## src/rtl/spi_frame_ctrl.sv

```systemverilog
// -----------------------------------------------------------------------------
// spi_frame_ctrl
//
// SPI slave front end for the serial register bank. The external SPI link is
// mode 0 with MSB first. It is synchronised into the clk domain and deframed
// into 40-bit transactions: one address byte followed by one 32-bit data word.
//
// Address byte layout: bit 7 is the write flag (the first bit received), and
// bits 6:0 are the register address.
//
// Write frames: at commit, adr[7] pulses high for one clk with adr[6:0] and
// data_wr stable.
// Read frames: adr[6:0] is presented, the combinational data_rd is captured,
// and that word is shifted out on MISO during the data phase.
//
// Parameters
//   SYNC_STAGES : flops on spi_sck / spi_cs_n / spi_mosi (2..3)
//   ERRCNT_W    : width of the aborted-frame counter
//
// Optional feature macro: SPI_FRAME_ERRCNT_EN
//   defined   -> frame_err_cnt counts aborted frames, saturating at all-ones
//   undefined -> frame_err_cnt tied to zero, no counter logic
//
// Ports
//   clk           in   system clock
//   rstn          in   asynchronous active-low reset
//   spi_sck       in   SPI clock (async, <= clk/8)
//   spi_cs_n      in   SPI chip select, active low
//   spi_mosi      in   serial data from host
//   spi_miso      out  serial data to host
//   spi_miso_oe   out  MISO output enable (synchronised ~spi_cs_n)
//   adr[7:0]      out  [6:0] register address, [7] write strobe
//   data_wr[31:0] out  write data to register bank
//   data_rd[31:0] in   read data from register bank (combinational on adr)
//   busy          out  high from frame start until return to idle
//   frame_err_cnt out  aborted-frame count
// -----------------------------------------------------------------------------
`timescale 1ns/1ps

module spi_frame_ctrl #(
    parameter int SYNC_STAGES = 2,
    parameter int ERRCNT_W    = 16
) (
    input  logic                clk,
    input  logic                rstn,
    input  logic                spi_sck,
    input  logic                spi_cs_n,
    input  logic                spi_mosi,
    output logic                spi_miso,
    output logic                spi_miso_oe,
    output logic [7:0]          adr,
    output logic [31:0]         data_wr,
    input  logic [31:0]         data_rd,
    output logic                busy,
    output logic [ERRCNT_W-1:0] frame_err_cnt
);

    typedef enum logic [2:0] {
        ST_IDLE   = 3'd0,
        ST_ADDR   = 3'd1,
        ST_RDLOAD = 3'd2,
        ST_DATA   = 3'd3,
        ST_COMMIT = 3'd4,
        ST_DONE   = 3'd5
    } state_t;

    // Synchroniser chains; chip select resets to the inactive level so the
    // FSM cannot see a phantom frame start on reset release.
    logic [SYNC_STAGES-1:0] sck_sync_r;
    logic [SYNC_STAGES-1:0] cs_n_sync_r;
    logic [SYNC_STAGES-1:0] mosi_sync_r;
    logic                   sck_prev_r;

    logic sck_s;
    logic cs_active_s;
    logic mosi_s;
    logic sck_rise_s;
    logic sck_fall_s;

    state_t      state_r,      state_n;
    logic [5:0]  bit_cnt_r,    bit_cnt_n;
    logic [7:0]  addr_shift_r, addr_shift_n;
    logic [31:0] rx_shift_r,   rx_shift_n;
    logic [31:0] tx_shift_r,   tx_shift_n;
    logic        wr_flag_r,    wr_flag_n;
    logic [7:0]  adr_r,        adr_n;
    logic [31:0] data_wr_r,    data_wr_n;
    logic        miso_r,       miso_n;
    logic        miso_oe_r,    miso_oe_n;
    logic        busy_r,       busy_n;

    // Input synchronisers and previous-sck register for edge detection.
    always_ff @(posedge clk or negedge rstn) begin
        if (!rstn) begin
            sck_sync_r  <= {SYNC_STAGES{1'b0}};
            cs_n_sync_r <= {SYNC_STAGES{1'b1}};
            mosi_sync_r <= {SYNC_STAGES{1'b0}};
            sck_prev_r  <= 1'b0;
        end else begin
            sck_sync_r  <= {sck_sync_r[SYNC_STAGES-2:0], spi_sck};
            cs_n_sync_r <= {cs_n_sync_r[SYNC_STAGES-2:0], spi_cs_n};
            mosi_sync_r <= {mosi_sync_r[SYNC_STAGES-2:0], spi_mosi};
            sck_prev_r  <= sck_sync_r[SYNC_STAGES-1];
        end
    end

    assign sck_s       = sck_sync_r[SYNC_STAGES-1];
    assign cs_active_s = ~cs_n_sync_r[SYNC_STAGES-1];
    assign mosi_s      = mosi_sync_r[SYNC_STAGES-1];
    assign sck_rise_s  = sck_s & ~sck_prev_r;
    assign sck_fall_s  = ~sck_s & sck_prev_r;

    // FSM state and datapath registers.
    always_ff @(posedge clk or negedge rstn) begin
        if (!rstn) begin
            state_r      <= ST_IDLE;
            bit_cnt_r    <= 6'd0;
            addr_shift_r <= 8'd0;
            rx_shift_r   <= 32'd0;
            tx_shift_r   <= 32'd0;
            wr_flag_r    <= 1'b0;
            adr_r        <= 8'd0;
            data_wr_r    <= 32'd0;
            miso_r       <= 1'b0;
            miso_oe_r    <= 1'b0;
            busy_r       <= 1'b0;
        end else begin
            state_r      <= state_n;
            bit_cnt_r    <= bit_cnt_n;
            addr_shift_r <= addr_shift_n;
            rx_shift_r   <= rx_shift_n;
            tx_shift_r   <= tx_shift_n;
            wr_flag_r    <= wr_flag_n;
            adr_r        <= adr_n;
            data_wr_r    <= data_wr_n;
            miso_r       <= miso_n;
            miso_oe_r    <= miso_oe_n;
            busy_r       <= busy_n;
        end
    end

    // Next-state and next-output logic. Chip-select loss is checked before
    // any sck edge, so CS rising together with the 40th sck rise is an abort.
    always_comb begin
        state_n      = state_r;
        bit_cnt_n    = bit_cnt_r;
        addr_shift_n = addr_shift_r;
        rx_shift_n   = rx_shift_r;
        tx_shift_n   = tx_shift_r;
        wr_flag_n    = wr_flag_r;
        adr_n        = {1'b0, adr_r[6:0]};
        data_wr_n    = data_wr_r;
        miso_n       = miso_r;
        miso_oe_n    = cs_active_s;
        busy_n       = busy_r;

        case (state_r)
            ST_IDLE: begin
                miso_n = 1'b0;
                if (cs_active_s) begin
                    state_n      = ST_ADDR;
                    busy_n       = 1'b1;
                    bit_cnt_n    = 6'd0;
                    addr_shift_n = 8'd0;
                    rx_shift_n   = 32'd0;
                    wr_flag_n    = 1'b0;
                end else begin
                    busy_n = 1'b0;
                end
            end

            ST_ADDR: begin
                if (!cs_active_s) begin
                    state_n = ST_IDLE;
                    busy_n  = 1'b0;
                    miso_n  = 1'b0;
                end else if (sck_rise_s) begin
                    addr_shift_n = {addr_shift_r[6:0], mosi_s};
                    bit_cnt_n    = bit_cnt_r + 6'd1;
                    if (bit_cnt_r == 6'd7) begin
                        // First bit received is now at addr_shift_r[6].
                        wr_flag_n = addr_shift_r[6];
                        adr_n     = {1'b0, addr_shift_r[5:0], mosi_s};
                        state_n   = ST_RDLOAD;
                    end else begin
                        state_n = ST_ADDR;
                    end
                end else begin
                    state_n = ST_ADDR;
                end
            end

            ST_RDLOAD: begin
                if (!cs_active_s) begin
                    state_n = ST_IDLE;
                    busy_n  = 1'b0;
                    miso_n  = 1'b0;
                end else begin
                    // adr_r already carries the new address, so data_rd is valid.
                    tx_shift_n = data_rd;
                    state_n    = ST_DATA;
                end
            end

            ST_DATA: begin
                if (!cs_active_s) begin
                    state_n = ST_IDLE;
                    busy_n  = 1'b0;
                    miso_n  = 1'b0;
                end else begin
                    if (sck_fall_s && !wr_flag_r) begin
                        miso_n     = tx_shift_r[31];
                        tx_shift_n = {tx_shift_r[30:0], 1'b0};
                    end else begin
                        tx_shift_n = tx_shift_r;
                    end
                    if (sck_rise_s) begin
                        rx_shift_n = {rx_shift_r[30:0], mosi_s};
                        bit_cnt_n  = bit_cnt_r + 6'd1;
                        if (bit_cnt_r == 6'd39) begin
                            state_n = ST_COMMIT;
                        end else begin
                            state_n = ST_DATA;
                        end
                    end else begin
                        state_n = ST_DATA;
                    end
                end
            end

            ST_COMMIT: begin
                if (wr_flag_r) begin
                    data_wr_n = rx_shift_r;
                    adr_n     = {1'b1, adr_r[6:0]};
                end else begin
                    data_wr_n = data_wr_r;
                end
                state_n = ST_DONE;
            end

            ST_DONE: begin
                // Further sck edges are ignored; MISO holds its last bit.
                if (!cs_active_s) begin
                    state_n = ST_IDLE;
                    busy_n  = 1'b0;
                    miso_n  = 1'b0;
                end else begin
                    state_n = ST_DONE;
                end
            end

            default: begin
                state_n = ST_IDLE;
                busy_n  = 1'b0;
                miso_n  = 1'b0;
            end
        endcase
    end

`ifdef SPI_FRAME_ERRCNT_EN
    logic                abort_s;
    logic [ERRCNT_W-1:0] err_cnt_r;

    assign abort_s = ~cs_active_s &
                     ((state_r == ST_ADDR) || (state_r == ST_RDLOAD) || (state_r == ST_DATA));

    // Saturating aborted-frame counter, cleared only by reset.
    always_ff @(posedge clk or negedge rstn) begin
        if (!rstn) begin
            err_cnt_r <= {ERRCNT_W{1'b0}};
        end else if (abort_s && (err_cnt_r != {ERRCNT_W{1'b1}})) begin
            err_cnt_r <= err_cnt_r + {{(ERRCNT_W-1){1'b0}}, 1'b1};
        end else begin
            err_cnt_r <= err_cnt_r;
        end
    end

    assign frame_err_cnt = err_cnt_r;
`else
    assign frame_err_cnt = {ERRCNT_W{1'b0}};
`endif

    assign spi_miso    = miso_r;
    assign spi_miso_oe = miso_oe_r;
    assign adr         = adr_r;
    assign data_wr     = data_wr_r;
    assign busy        = busy_r;

endmodule

```

## config.mk

```make
export PLATFORM = sky130hd
export DESIGN_NAME = spi_frame_ctrl
export DESIGN_NICKNAME = d
export VERILOG_FILES = /design/src/rtl/spi_frame_ctrl.sv
export SDC_FILE = /design/constraint.sdc
export NUM_CORES = 1
export LEC_CHECK = 0
export ABC_AREA = 1
export BUFFER_PORTS_ARGS = -buffer_cell sky130_fd_sc_hd__clkbuf_2
export CORE_AREA = 2 2 110 112
export DETAILED_ROUTE_END_ITERATION = 10
export DIE_AREA = 0 0 112 114
export GPL_ROUTABILITY_DRIVEN = 0
export GPL_TIMING_DRIVEN = 0
export PLACE_DENSITY = 0.71
export RECOVER_POWER = 50
export SETUP_SLACK_MARGIN = 0.4
export SLEW_MARGIN = 20
export SYNTH_ARGS = -nofsm -noshare
export SYNTH_HDL_FRONTEND = slang
export SYNTH_SLANG_ARGS = --single-unit
```

## constraint.sdc

```tcl
create_clock -name clk -period 2.6 [get_ports clk]
set_clock_uncertainty 0.2 [all_clocks]
set_input_delay 0.52 -clock clk [delete_from_list [all_inputs] [get_ports clk]]
set_output_delay 0.52 -clock clk [all_outputs]
set_load 0.02 [all_outputs]
```

==> flow_summary.yaml <==
run_status:
  status: "finished clean"
finish:
  n_antenna_cell: 0
  drive_gt1_share_pct: 15.4
  syn2layout_area_growth_pct: 21.5
  num-nets-final: 806
critical_path:
  cpLargestDelayFamily: "buffers and inverters"
  worst-endpoint-arrival_ps: 2330
  reg2reg_slack_ps: 660
  cp-end-kind: "asynchronous set/reset pin"
  cp-start-kind: "primary input"
  r2r-start: "state_r[0]$_DFFE_PN0N_"
  crit_chain: "dlygate4sd3_1 -> clkbuf_4 -> buf_16"
  worst_ep_required_time_ps: 2930
  worstPathMaxFanout: 81
  slowest_delay_ps: 870
  critPathKind: "in2async"
  critPathBufInv: 3
  crit_path_top_delay_cell: "clkbuf_4"
  worst_r2r_path_depth: 8
  reg2reg_to: "state_r[0]$_DFFE_PN0N_"
die:
  placementRows: 40
  die-area_um2: 12800
  io_pins: 96
  dieHeight_um: 114
  start_util_pct: 48.6
  die_w_um: 112
  core_um2: 11700
synth:
  yosys.area.top_type: "dfrtp_1"
  yosysWarnings: 0
  yosys.cell_types.count: 33
  synth-seq-area-share_pct: 57.6
  synthesis.area_per_instance_um2: 8.75
  synth-seq-cells: 131
  synth_area_um2: 5700
  synth_top_area_share_pct: 56.7
  ys_top_cells_by_area: "dfrtp_1, nand2_1, o21ai_0"
  synthCells: 651
timing:
  finalCriticalPeriod_ps: 2000
  setup_tns_ps: 0
  fmax_ghz: 0.500
  setup_violations: 0
  holdWs_ps: 25.6
  worst_pin_slew_ps: 1120
  slew_headroom_pct: 25.3
  finalCritPeriodShare_pct: 76.9
  rsz0062_at_grt: "no"
  finalHoldViolCount: 0
  slew_violations: 0
min_path:
  worstHoldPathType: "in2reg"
  worstHoldPathCells: 1
  min_to: "sck_sync_r[0]$_DFF_PN0_"
  min_from: "spi_sck"
power_and_ir_drop:
  internal_power_w: 0.00390
  pwr-share-comb_pct: 11.7
  p_total_w: 0.00522
  ir_worst_vdd_mv: 0.390
  p_seq_share_pct: 42.2
  p_sw_w: 0.00131
  p_per_area_nw_per_um2: 754
  p_clk_share_pct: 46.1
  leakage_nw: 3.44
  p_sw_share_pct: 25.2
clock_tree:
  htree_levels: 4
  cts_made_buffers: 17
  cts_setup_buffers: 0
  cts_sinks: 131
  clockRootBuffer: "clkbuf_16"
  clk_latency_ps: 410
  cts_hold_buffers: 3
  cts_tree: "done"
  clk_pin_slew_worst_paths_ps: 50
  cts_buffer_depth: 2
  cts_resized: 0
route:
  wire_per_inst_um: 12.4
  vias: 4531
  viasPerCell: 4.89
  dr.pass1.iters: 6
  drc: 0
  antenna_left: 0
  drt-initial-drc-count: 260
  wirelength_um: 11500
place:
  dp_hpwl_um: 7990
  port_buffers: 79
grt:
  grt_pass1_wl_um: 20100
  grt_max_degree: 82
  grt_pass1_vias: 4420
  grt_overflow_total: 0
  grt_use_total_pct: 19.6
  antenna_found_initial: 0
run:
  maxCapViolCount: 0
-- per-layer routing --
layer / vias up / global-route usage, % / wire length (um)
met5: - / 0 / 0
met4: 0 / 7.64 / 120
met3: 10 / 5.42 / 605
met2: 111 / 31.4 / 5420
met1: 2143 / 25.7 / 5380
li1: 2267 / - / -
-- cells in the final DEF, fill, tap and decap left out, types with 17 or more instances in the layout --
cell,synthesis,routed
dfrtp_1,129,129
nand3_1,46,46
nor2_1,19,21
clkbuf_16,0,17
nand2_1,158,159
buf_4,19,19
o21ai_0,110,110
o21ai_1,30,30
clkbuf_1,5,49
clkbuf_2,1,36
inv_1,85,85
-- worst reg2reg max path, stage by stage (launching register included) --
cell,delay [ps]
dfrtp_1,470
inv_1,90
nor2_1,470
nand2_2,260
nor2_1,150
nand2_1,60
nand3_1,100
nand2_1,60
inv_1,40
-- stage by stage --
stage | setup slack (ps) | utilization, % | instances | area (um2)
global placement | -1170 | 54.1 | 892 | 6330
CTS | 727 | 59.8 | 927 | 7000
floorplan | 1020 | - | 666 | 5750
global route | 387 | 59.1 | 927 | 6920
detailed placement | 738 | 54.4 | 893 | 6370
finish | 602 | 59.1 | 927 | 6920
-- registers in the layout, summed over array words and instances, names as in the netlist, 3 cells and up --
name	count
rx_shift_r	32
adr	8
bit_cnt_r	6
addr_shift_r	7
state_r	3
data_wr	32
tx_shift_r	32
-- logic make-up (layout without fill, tap and decap cells) --
group                    after synthesis  in the layout  share of synthesized area (%)
AND/OR/NAND/NOR                      236            236                           17.7
buffers and inverters                134            248                           11.0
flip-flops                           131            131                           57.6
AO/OA/AOI/OAI                        146            146                           13.1
other                                  1             16                         0.0658
XOR/XNOR                               2              2                          0.308
adder cells (fa/ha/maj)                1              1                          0.220
-- synthesized netlist by cell type --
cell type    n
nand2_1    158
dfrtp_1    129
o21ai_0    110
inv_1       85
nand3_1     46
o21ai_1     30
buf_4       19
nor2_1      19
buf_2       15
clkbuf_1     5
buf_6        4
nand2_2      4
a21oi_1      3
buf_1        2
dfstp_2      2
inv_2        2
nand2_4      2
a21oi_4      1
clkbuf_2     1
conb_1       1
ha_1         1
inv_4        1
nand3_2      1
nand4_1      1
nor2_2       1
nor2_4       1
nor2_8       1
nor3_1       1
o211ai_1     1
o21ai_2      1
or2_2        1
xnor2_1      1
xor2_1       1
-- power by group through the flow --
stage          Combinational, W  Clock, W  Sequential (W)
3_3_place_gp           0.000607         0         0.00223
4_1_cts                0.000636   0.00245         0.00220
2_1_floorplan          0.000437         0         0.00223
3_5_place_dp           0.000625         0         0.00223
5_1_grt                0.000701   0.00255         0.00221
6_report               0.000612   0.00241         0.00220
-- area by class of cell --
cell class | count | area [um2]
Sequential cell | 131 | 3280
Clock buffer | 20 | 467
Buffer | 46 | 293
Inverter | 88 | 333
Multi-Input combinational cell | 401 | 1830
Clock inverter | 11 | 134
Tap cell | 147 | 184
Fill cell | 1060 | 4790
Timing Repair Buffer | 83 | 402
-- how the worst max path moves through the flow --
stage | slack, ps | end | startpoint | cells after the start
after floorplan | 1020 | tx_shift_r[23]$_DFFE_PN0P_ | state_r[2]$_DFFE_PN0N_ | 6
after global placement | -1170 | tx_shift_r[9]$_DFFE_PN0P_ | rstn | 1
after detailed placement | 740 | tx_shift_r[17]$_DFFE_PN0P_ | state_r[2]$_DFFE_PN0N_ | 6
after CTS | 730 | tx_shift_r[17]$_DFFE_PN0P_ | state_r[2]$_DFFE_PN0N_ | 6
after global routing | 390 | cs_n_sync_r[0]$_DFF_PN1_ | rstn | 3
final | 600 | cs_n_sync_r[0]$_DFF_PN1_ | rstn | 3
(Power assumes the default switching activity.)
